`src/rtl/whack_pkg.sv`:
```
// Shared whack-a-mole definitions: geometry, game limits and session state.
// Imported by the judge, mole generator and score display.
package whack_pkg;

  localparam int N_HOLES    = 5;
  localparam int SCORE_MAX  = 999;
  localparam int MISS_LIMIT = 10;
  localparam int CNT_W      = $clog2(N_HOLES + 1);

  typedef enum logic [1:0] {
    IDLE,
    PLAY,
    OVER
  } game_state_t;

  function automatic logic [CNT_W-1:0] popcount(input logic [N_HOLES-1:0] v);
    logic [CNT_W-1:0] n;
    n = '0;
    for (int i = 0; i < N_HOLES; i++) begin
      n = n + CNT_W'(v[i]);
    end
    return n;
  endfunction

endpackage

```
`src/rtl/press_edge.sv`:
```
// Rising-edge detector on the debounced buttons, split into hits and wrong
// presses against the mole mask, with a popcount of each.
module press_edge
  import whack_pkg::*;
(
  input  logic               clk,
  input  logic               rst,
  input  logic [N_HOLES-1:0] button,
  input  logic [N_HOLES-1:0] mole,
  output logic [N_HOLES-1:0] hits,
  output logic [N_HOLES-1:0] wrong,
  output logic [CNT_W-1:0]   hit_cnt,
  output logic [CNT_W-1:0]   wrong_cnt
);

  logic [N_HOLES-1:0] button_d;
  logic [N_HOLES-1:0] press;

  // Resetting to all ones means a button held through reset never fires.
  always_ff @(posedge clk) begin
    if (rst) begin
      button_d <= '1;
    end else begin
      button_d <= button;
    end
  end

  assign press     = button & ~button_d;
  assign hits      = press & mole;
  assign wrong     = press & ~mole;
  assign hit_cnt   = popcount(hits);
  assign wrong_cnt = popcount(wrong);

endmodule

```
`src/rtl/hit_judge.sv`:
```
// Judges button presses against the mole mask, keeps score/miss/combo
// counters and runs the idle/play/over game session.
module hit_judge
  import whack_pkg::*;
#(
  parameter int SCORE_W = 10
) (
  input  logic               clk,
  input  logic               rst,
  input  logic [N_HOLES-1:0] button,
  input  logic [N_HOLES-1:0] mole,
  input  logic               start,
  input  logic               stop,
  output logic               hit_valid,
  output logic [N_HOLES-1:0] hit_clear,
  output logic               miss_pulse,
  output logic [SCORE_W-1:0] score,
  output logic [7:0]         misses,
  output logic [7:0]         combo,
  output logic [7:0]         best_combo,
  output logic               playing,
  output logic               game_over
);

  localparam int SUM_W = SCORE_W + 3;

  game_state_t        state;
  game_state_t        next_state;
  logic [N_HOLES-1:0] hits;
  logic [N_HOLES-1:0] wrong;
  logic [CNT_W-1:0]   hit_cnt;
  logic [CNT_W-1:0]   wrong_cnt;
  logic               judge;
  logic               hit_any;
  logic               wrong_any;
  logic [SUM_W-1:0]   score_sum;
  logic [SUM_W-1:0]   miss_sum;
  logic [SUM_W-1:0]   combo_sum;
  logic [SCORE_W-1:0] score_nx;
  logic [7:0]         misses_nx;
  logic [7:0]         combo_nx;
  logic [7:0]         best_nx;

  press_edge u_press_edge (
    .clk       (clk),
    .rst       (rst),
    .button    (button),
    .mole      (mole),
    .hits      (hits),
    .wrong     (wrong),
    .hit_cnt   (hit_cnt),
    .wrong_cnt (wrong_cnt)
  );

  // A start pulse restarts the session and swallows any press in its cycle.
  assign judge     = (state == PLAY) && !start;
  assign hit_any   = |hits;
  assign wrong_any = |wrong;

  assign score_sum = SUM_W'(score) + SUM_W'(hit_cnt);
  assign miss_sum  = SUM_W'(misses) + SUM_W'(wrong_cnt);
  assign combo_sum = SUM_W'(combo) + SUM_W'(hit_cnt);

  assign score_nx  = (score_sum > SUM_W'(SCORE_MAX)) ? SCORE_W'(SCORE_MAX)
                                                     : score_sum[SCORE_W-1:0];
  assign misses_nx = (miss_sum > SUM_W'(255)) ? 8'hFF : miss_sum[7:0];
  assign combo_nx  = wrong_any ? 8'd0
                   : ((combo_sum > SUM_W'(255)) ? 8'hFF : combo_sum[7:0]);
  assign best_nx   = (combo_nx > best_combo) ? combo_nx : best_combo;

  always_ff @(posedge clk) begin
    if (rst) begin
      state <= IDLE;
    end else begin
      state <= next_state;
    end
  end

  always_comb begin
    next_state = state;
    case (state)
      IDLE: if (start) next_state = PLAY;
      PLAY: begin
        if (start) begin
          next_state = PLAY;
        end else if (stop || (misses_nx >= 8'(MISS_LIMIT))) begin
          next_state = OVER;
        end
      end
      OVER: if (start) next_state = PLAY;
      default: next_state = IDLE;
    endcase
  end

  // Status flags are registered from next_state so they land with the state.
  always_ff @(posedge clk) begin
    if (rst) begin
      hit_valid  <= 1'b0;
      hit_clear  <= '0;
      miss_pulse <= 1'b0;
      score      <= '0;
      misses     <= '0;
      combo      <= '0;
      best_combo <= '0;
      playing    <= 1'b0;
      game_over  <= 1'b0;
    end else begin
      hit_valid  <= judge && hit_any;
      hit_clear  <= judge ? hits : '0;
      miss_pulse <= judge && wrong_any;
      playing    <= (next_state == PLAY);
      game_over  <= (next_state == OVER);
      if (start) begin
        score  <= '0;
        misses <= '0;
        combo  <= '0;
      end else if (judge) begin
        score      <= score_nx;
        misses     <= misses_nx;
        combo      <= combo_nx;
        best_combo <= best_nx;
      end
    end
  end

endmodule

```
`config.mk`:
```
export PLATFORM = sky130hd
export DESIGN_NAME = hit_judge
export DESIGN_NICKNAME = d
export VERILOG_FILES = /design/src/rtl/whack_pkg.sv /design/src/rtl/press_edge.sv /design/src/rtl/hit_judge.sv
export SDC_FILE = /design/constraint.sdc
export NUM_CORES = 1
export LEC_CHECK = 0
export ABC_AREA = 1
export CAP_MARGIN = 20
export CORE_ASPECT_RATIO = 1.75
export CORE_MARGIN = 8
export CORE_UTILIZATION = 38
export DETAILED_ROUTE_END_ITERATION = 16
export SLEW_MARGIN = 10
export SYNTH_ARGS = -nofsm -noshare
export SYNTH_HDL_FRONTEND = slang
export SYNTH_SLANG_ARGS = --single-unit
```
`constraint.sdc`:
```
create_clock -name clk -period 6.9 [get_ports clk]
set_clock_uncertainty 0.05 [all_clocks]
set_input_delay 1.725 -clock clk [delete_from_list [all_inputs] [get_ports clk]]
set_output_delay 1.725 -clock clk [all_outputs]
set_load 0.05 [all_outputs]
```
Word-level counts from Yosys, hierarchy flattened
Index checks and enable logic that the tools add are counted.
{"block": "word_totals", "regBits": 50, "latchBits": 0, "mem_bits_rw": 0, "mem_bits_ro": 0, "in_bits": 14, "out_inout_bits": 43, "wordCells": 58, "memories": 0}
{"block": "classes", "addsub": 11, "mul": 0, "n_div": 0, "n_lt_le_gt_ge": 5, "eq_ne": 4, "n_shift": 0, "muxes": 8, "bitwise": 7, "reduce_logical": 12}
{"operator": "8-bit two-way mux", "count": 3}
{"operator": "3-bit by 1-bit adder with 3-bit output", "count": 6}
{"operator": "8-bit by 3-bit adder with 9-bit output", "count": 2}
{"operator": "9-bit by 8-bit > comparator with 1-bit output (second input constant)", "count": 2}
{"operator": "5-bit bitwise AND", "count": 3}
{"operator": "10-bit by 3-bit adder with 11-bit output", "count": 1}
{"operator": "11-bit by 10-bit > comparator with 1-bit output (second input constant)", "count": 1}
{"operator": "10-bit two-way mux", "count": 1}
{"operator": "5-bit inverter", "count": 2}
{"operator": "5-bit OR reduction", "count": 2}
{"operator": "8-bit by 4-bit >= comparator with 1-bit output (second input constant)", "count": 1}
{"operator": "8-bit > comparator", "count": 1}
{"operator": "2-bit two-way mux", "count": 3}
{"operator": "2-bit OR reduction", "count": 3}
{"operator": "1-bit by 1-bit adder with 2-bit output", "count": 2}
{"operator": "2-bit by 1-bit equality test with 1-bit output (second input constant)", "count": 2}
{"operator": "2-bit equality test (second input constant)", "count": 2}
{"operator": "2-bit case mux with 2 select lines", "count": 1}
{"operator": "1-bit logical AND", "count": 3}
{"operator": "3-bit AND reduction", "count": 1}
{"operator": "2-bit logical NOT", "count": 1}
{"operator": "1-bit inverter", "count": 2}
{"operator": "1-bit logical NOT", "count": 1}
{"operator": "1-bit logical OR", "count": 1}

Depth between registers and ports, before layout
Gate-level depths: netlist (run 1).
{"block": "depth", "depth_word": 16, "depth_mapped": 26}

Cells and area by module
Synthesis (run 1) repeated with hierarchy kept, for this count alone.
{"block": "hier_totals", "cells_unflattened": 417, "area_unflattened_um2": 2924.1}
{"module": "hit_judge", "n_inst": 1, "cells_each": 371, "area_per_inst_um2": 2571.2, "seq_area_each_um2": 900.9}
{"module": "press_edge", "n_inst": 1, "cells_each": 46, "area_per_inst_um2": 352.8, "seq_area_each_um2": 100.1}

Least setup slack after synthesis (run 1)
OpenSTA, ideal clock, no wires.
{"block": "synth_path", "kind": "in2reg", "from": "in button[1]", "to": "reg best_combo[3]", "setup_ns": 0.134, "arrival_ns": 5.685, "slack_ns": 1.031, "stages": 26, "path_buffers": 1, "cell_sequence": "inv_1 -> nor3_1 -> inv_1 -> ha_1 -> inv_1 -> fa_1 -> inv_1 -> ha_1 -> fa_1 -> fa_1 -> nand2_1 -> nand2_1 -> nand2_2 -> nor3_2 -> nand2_2 -> nand2_1 -> nand2_1 -> inv_1 -> ha_1 -> a21oi_1 -> o21a_1 -> o21bai_1 -> nand2_2 -> buf_6 -> a21oi_1 -> nor2_1"}
{"block": "synth_between", "elab_chain_len": 12, "elab_cells_between_ends": 14, "cone_classes": "add/sub (5); order compare (2); mux (2); bitwise (3); reduce/logical (2)"}
{"item": "from (decl)", "line_no": "hit_judge.sv:10", "text": "input logic [N_HOLES-1:0] button,"}
{"item": "5-bit bitwise AND (*)", "line_no": "press_edge.sv:28", "text": "assign press = button & ~button_d;"}
{"item": "5-bit bitwise AND (*)", "line_no": "press_edge.sv:29", "text": "assign hits = press & mole;"}
{"item": "via hits[1]", "line_no": "hit_judge.sv:29", "text": "logic [N_HOLES-1:0] hits;"}
{"item": "1-bit by 1-bit adder with 2-bit output (*)", "line_no": "whack_pkg.sv:20", "text": "n = n + CNT_W'(v[i]);"}
{"item": "3-bit by 1-bit adder with 3-bit output (*) (3 in a row)", "line_no": "whack_pkg.sv:20"}
{"item": "8-bit by 3-bit adder with 9-bit output (*)", "line_no": "hit_judge.sv:62", "text": "assign combo_sum = SUM_W'(combo) + SUM_W'(hit_cnt);"}
{"item": "9-bit by 8-bit > comparator with 1-bit output", "line_no": "hit_judge.sv:68", "text": ": ((combo_sum > SUM_W'(255)) ? 8'hFF : combo_sum[7:0]);"}
{"item": "8-bit two-way mux (*)", "line_no": "hit_judge.sv:68"}
{"item": "8-bit two-way mux (*)", "line_no": "hit_judge.sv:67", "text": "assign combo_nx = wrong_any ? 8'd0"}
{"item": "via combo_nx[1]", "line_no": "hit_judge.sv:41", "text": "logic [7:0] combo_nx;"}
{"item": "8-bit > comparator (*)", "line_no": "hit_judge.sv:69", "text": "assign best_nx = (combo_nx > best_combo) ? combo_nx : best_combo;"}
{"item": "3-bit AND reduction (no line) (*)"}
{"item": "to (signal assigned)", "line_no": "hit_judge.sv:121", "text": "best_combo <= best_nx;"}
{"item": "to (decl)", "line_no": "hit_judge.sv:20", "text": "output logic [7:0] best_combo,"}
Mark *: on every way through the listed nets, which the timed path passes. The rest lies on a longest branch.
A chain may end at the register's enable or synchronous reset.

Worst setup path in the final report (run 1)
{"block": "layout_path", "from": "in mole[0]", "to": "reg best_combo[0]"}
{"block": "layout_between", "elab_chain_len": 11, "elab_cells_between_ends": 14, "cone_classes": "add/sub (5); order compare (2); mux (2); bitwise (3); reduce/logical (2)"}
{"item": "from (decl)", "line_no": "hit_judge.sv:11", "text": "input logic [N_HOLES-1:0] mole,"}
{"item": "5-bit bitwise AND (*)", "line_no": "press_edge.sv:29"}
{"item": "via hits[0]", "line_no": "hit_judge.sv:29"}
{"item": "1-bit by 1-bit adder with 2-bit output (*)", "line_no": "whack_pkg.sv:20"}
{"item": "3-bit by 1-bit adder with 3-bit output (*) (3 in a row)", "line_no": "whack_pkg.sv:20"}
{"item": "8-bit by 3-bit adder with 9-bit output (*)", "line_no": "hit_judge.sv:62"}
{"item": "9-bit by 8-bit > comparator with 1-bit output", "line_no": "hit_judge.sv:68"}
{"item": "8-bit two-way mux (*)", "line_no": "hit_judge.sv:68"}
{"item": "8-bit two-way mux (*)", "line_no": "hit_judge.sv:67"}
{"item": "via combo_nx[1]", "line_no": "hit_judge.sv:41"}
{"item": "8-bit > comparator (*)", "line_no": "hit_judge.sv:69"}
{"item": "3-bit AND reduction (no line) (*)"}
Marked as above.

==> flow_summary.toml, run 1 <==
[worst_setup_path]
critical_path_buf_inv_count = 6
timing.rr.end = "best_combo[0]$_SDFFE_PP0P_"
crit_slowest_cell = "fa_1"
crit_family = "adder cells"
crit_type = "input port to register"
regToRegSetupSlack_ps = 2030
cp_max_fo = 15
worst_path_most_repeated_cell = "inv_1"
startpoint_type = "input port"
crit_arrival_ps = 6590
reg2reg_depth = 24
critical-path-max-stage-delay_ps = 570
critPathRequiredTime_ps = 7000
worstReg2RegStart = "u_press_edge.button_d[1]$_SDFF_PP1_"
cp-end-kind = "register"

[route]
drt-total-wl_um = 7780
wl_per_cell_um = 13.9
ant_nets = 0
drtIter0Drc = 154
vias = 2783
drc = 0
viasPerCell = 4.96
drt_first_pass_iters = 4

[floorplanning]
coreArea_um2 = 7800
dieArea_um2 = 11200
ios = 57
initial_utilization = 0.387
chipHeight_um = 134
rows = 43
die_w_um = 83.3

[yosys]
postSynth.asyncResetShare = 0
ys.warnings.count = 0
ys_top_cells_by_area = "dfxtp_1 33%, inv_1 9.8%, ha_1 9.5%, nand2_1 8.7%, a21oi_1 5.6%"
syn-cell-area_um2 = 3020
syn-num-nets = 456
yosysSeqAreaShare = 0.332
netlist_instances = 412
synthFlopType = "dfxtp_1"
yosysTopAreaCell = "dfxtp_1"
synth_edf_count = 0
synth_top_cell_area_share = 0.332
syn_avg_cell_area_um2 = 7.32
ys_ff_latch = 50
ys_types = 38

[timing]
setup_viol = 0
relSlewSlack = 0.585
final_max_slew_viol_count = 0
tns_ps = 0
max_clock_freq_ghz = 0.154
period_share = 0.941
rsz0062_at_grt = "no"
worst_pin_slew_ps = 620
fin_crit_ps = 6490
hold_viol_final = 0

[placement]
place_congestion = 0.791
port_buffers = 56
hpwl_um = 6120

[final_layout]
finalNetCount = 514
post-route-util = 0.489
num_antenna_cells = 0
area_growth_pct = 26.4
fillers = 792
final_layout_size_suffix_gt1_frac = 0.0573

[grt]
grtUsageMet3 = 0.0334
grt_pass1_vias = 2774
grt_pass1_wl_um = 13000
grt_usage = 0.140
grtUsageMet1 = 0.138
busiest_layer = "met2"
grt_remaining_overflow = 0
antenna_found_initial = 0
grt_max_degree = 28
use_met2 = 0.266

[cts]
clockBufferDepth = 2
numCtsBuffers = 5
ctsResizeCount = 0
root_buffer = "clkbuf_16"
path_clk_slew_ps = 70
cts_max_level = 2
cts_sinks = 50
clock_latency_ps = 290
cts_tree = "done"
cts_hold_buf = 0
postCtsSetupRepairBufs = 0

[worst_hold_path]
min_path_type = "register to register"
hold_start = "best_combo[4]$_SDFFE_PP0P_"
min_delay_worst_endpoint = "best_combo[4]$_SDFFE_PP0P_"
worstHoldPathCells = 2

[power]
p_per_area_nw_per_um2 = 179
p_leak_uw = 0.00182
peakVddDrop_mv = 0.116

[job]
drv_cap = 0

[run_status]
status = "complete, no violations"
-- flip-flops by register name (all words and copies together), names as in the netlist --
signal                 flops
score                     10
best_combo                 8
combo                      8
misses                     8
hit_clear                  5
u_press_edge.button_d      5
state                      2
game_over                  1
hit_valid                  1
miss_pulse                 1
playing                    1
-- worst reg2reg max path: stages (launching register included) --
cell	delay, ps
dfxtp_1	320
nor3_1	330
inv_1	110
ha_1	300
inv_1	50
fa_1	470
inv_1	40
ha_1	190
fa_1	570
fa_1	460
nand2_1	90
nand2_1	80
nand2_2	90
nor3_2	50
nand2_2	100
nand2_1	70
nand2_1	80
inv_1	60
ha_1	330
a21oi_1	100
o21a_1	170
o21bai_1	190
nand2_2	210
a21oi_1	180
nor3_1	70
-- synth_stat cells, types with 4 or more instances --
| library cell | instances |
|---|---|
| nand4_1 | 6 |
| nand2_1 | 70 |
| o21ai_1 | 4 |
| ha_1 | 23 |
| nand3b_1 | 5 |
| nand3_1 | 21 |
| nand2_2 | 6 |
| a21oi_1 | 34 |
| o21bai_1 | 6 |
| dfxtp_1 | 50 |
| xor2_1 | 4 |
| nor2_1 | 28 |
| nor3_1 | 9 |
| o21ai_0 | 27 |
| inv_1 | 79 |
| fa_1 | 7 |
-- where the power goes --
part           internal [µW]  leakage [µW]  switching, µW
sequential               298      0.000406           7.66
combinational           43.1       0.00134           78.3
clock                    144     0.0000739            111
total                    486       0.00182            197
-- kinds of logic after synthesis --
kind of cell,share of synthesized area
xor+xnor,0.0116
buf+inv,0.115
compound gates,0.159
simple gates,0.240
flops,0.332
fa+ha+maj,0.142
-- through the flow --
stage          area (µm²)  worst slack [ps]  instances  total power (µW)  hold WS (ps)
3_5_place_dp         3660               133        553               435           424
5_1_grt              3810              34.8        561               712           452
2_1_floorplan        3020              1030        412               396           449
6_report             3810               409        561               682           437
3_3_place_gp         3660               222        553               434           419
4_1_cts              3810               435        561               689           441
-- final cells by class --
cell class | count | area (µm²) | area share
multi-input combinational | 272 | 1670 | 0.437
sequential | 50 | 1000 | 0.263
timing repair buffer | 57 | 568 | 0.149
inverter | 84 | 317 | 0.0830
clock buffer | 7 | 143 | 0.0374
tap | 90 | 113 | 0.0295
clock inverter | 1 | 5.00 | 0.00131
-- cell usage in the layout (no fill, tap or decap), types with 2 or more instances in the layout --
master,n
clkinv_1,2
ha_1,23
o21a_1,3
inv_1,79
fa_1,7
or2_2,2
clkbuf_16,5
nand2_1,70
xor2_1,4
o21ai_0,27
o21bai_1,6
a211oi_1,2
dfxtp_1,50
a31oi_1,3
clkdlybuf4s50_1,56
o21ai_1,4
nand4_1,6
nand3_1,21
nor3_1,9
nand3b_1,5
inv_2,2
nor2_1,28
a21boi_0,2
clkinv_2,2
a21oi_1,34
nand2_2,6
-- worst max-delay path by stage --
stage                                            end  slack [ps]  cells past startpoint      start
after floorplan           best_combo[3]$_SDFFE_PP0P_        1030                     26  button[1]
after global placement    best_combo[4]$_SDFFE_PP0P_         220                     26  button[1]
after detailed placement  best_combo[0]$_SDFFE_PP0P_         130                     26  button[1]
after CTS                 best_combo[4]$_SDFFE_PP0P_         430                     26    mole[0]
after global routing      best_combo[0]$_SDFFE_PP0P_          30                     26  button[1]
final                     best_combo[0]$_SDFFE_PP0P_         410                     26    mole[0]
-- per-layer routing --
layer  share of wire  vias to the layer above
met4           0.022                        0
li1                -                     1435
met2            0.55                       41
met3           0.036                       13
met1            0.39                     1294
met5               0                        -
(Power assumes the default switching activity.)
==> inputs of run 2 (changes only) <==
CORE_UTILIZATION = 43   (was 38)
PLACE_DENSITY = 0.68   (was not set)
==> flow_summary.toml, run 2 (synthesis gave the netlist of run 1 again) <==
[run_status]
status = "complete, no violations"

[floorplanning]
dieArea_um2 = 10100
initial_utilization = 0.440
coreArea_um2 = 6860
chipHeight_um = 127
rows = 40
die_w_um = 79.3
ios = 57

[placement]
place_ws_ps = 182
port_buffers = 56
hpwl_um = 5820
place_congestion = 0.796
place_area_um2 = 3650

[power]
p_per_area_nw_per_um2 = 179
p_leak_uw = 0.00181
p_total_uw = 681
peakVddDrop_mv = 0.217

[grt]
grt_pass1_vias = 2742
grtUsageMet1 = 0.152
busiest_layer = "met2"
grt_usage = 0.152
antenna_found_initial = 0
grt_remaining_overflow = 0
grtUsageMet3 = 0.0283
grt_max_degree = 28
grt_pass1_wl_um = 12300
use_met2 = 0.285

[cts]
clock_latency_ps = 290
clockBufferDepth = 2
postCtsSetupRepairBufs = 0
numCtsBuffers = 5
ctsResizeCount = 0
cts_max_level = 2
cts_sinks = 50
cts_tree = "done"
cts_hold_buf = 0
path_clk_slew_ps = 70
root_buffer = "clkbuf_16"

[route]
drt_first_pass_iters = 4
viasPerCell = 4.97
wl_per_cell_um = 13.3
vias = 2754
drc = 0
drtIter0Drc = 113
drt-total-wl_um = 7380
ant_nets = 0

[timing]
hold_viol_final = 0
final_max_slew_viol_count = 0
tns_ps = 0
worst_slack_ps = 485
period_share = 0.930
relSlewSlack = 0.623
fin_crit_ps = 6410
worst_pin_slew_ps = 563
max_clock_freq_ghz = 0.156
setup_viol = 0
rsz0062_at_grt = "no"

[worst_setup_path]
cp-end-kind = "register"
crit_arrival_ps = 6540
critical-path-max-stage-delay_ps = 580
crit_family = "adder cells"
critical_path_buf_inv_count = 6
critPathRequiredTime_ps = 7030
crit_slowest_cell = "fa_1"
startpoint_type = "input port"
crit_type = "input port to register"
worst_path_most_repeated_cell = "inv_1"
cp_max_fo = 15

[final_layout]
num_antenna_cells = 0
fillers = 654
finalNetCount = 513
post-route-util = 0.554
final_layout_size_suffix_gt1_frac = 0.0574
final_common_cell = "inv_1"
largest_register = "score"
area_growth_pct = 26.1
final_cell_area_um2 = 3800
largest_register_ffs = 10
final_cell_mix = "79 x inv_1, 70 x nand2_1, 56 x clkdlybuf4s50_1"

[job]
drv_cap = 0

[worst_hold_path]
min_path_type = "register to register"
-- run 2: changes by cell type in the layout (fill, tap and decap cells not counted), sizes merged --
| cell | change |
|---|---|
| buf | -1 |
| clkbuf | -1 |
| clkinvlp | +1 |
-- run 2: stage by stage --
stage / hold WS (ps) / cells
final: 434 / 554
after global routing: 470 / 554
after CTS: 438 / 554
after detailed placement: 426 / 546
after global placement: 418 / 546
after floorplan: 449 / 412
-- run 2: tightest hold or removal path, delay by kind of cell (launching register included) --
family | cells | cell delay [ps]
compound gates | 1 | 60
buf+inv | 1 | 70
flops | 1 | 310
-- run 2: path summary, 6_finish.rpt --
path	startpoint	slack (ps)	cells after the start	end
worst max-delay path	mole[0]	490	26	best_combo[2]$_SDFFE_PP0P_
worst min-delay path	best_combo[4]$_SDFFE_PP0P_	430	2	best_combo[4]$_SDFFE_PP0P_
worst max register to register	u_press_edge.button_d[0]$_SDFF_PP1_	2110	24	best_combo[2]$_SDFFE_PP0P_
worst min register to register	best_combo[4]$_SDFFE_PP0P_	430	2	best_combo[4]$_SDFFE_PP0P_
-- run 2: routing by layer --
| metal | vias to the layer above | wire length (µm) |
|---|---|---|
| li1 | 1442 | - |
| met1 | 1256 | 2940 |
| met2 | 46 | 4020 |
| met3 | 10 | 268 |
| met4 | 0 | 155 |
| met5 | - | 0 |
-- run 2: cell type report --
type                            count  area, µm²  area share
Inverter                           84        317      0.0833
Clock inverter                      2       12.5     0.00329
Timing Repair Buffer               56        561       0.147
Multi-Input combinational cell    272       1670       0.438
Sequential cell                    50       1000       0.263
Tap cell                           84        105      0.0276
Clock buffer                        6        139      0.0365
-- run 2: report_power, final --
| part | total, µW | switching (µW) | internal (µW) |
|---|---|---|---|
| clock | 255 | 111 | 144 |
| sequential | 306 | 7.56 | 298 |
| combinational | 121 | 77.7 | 43.0 |
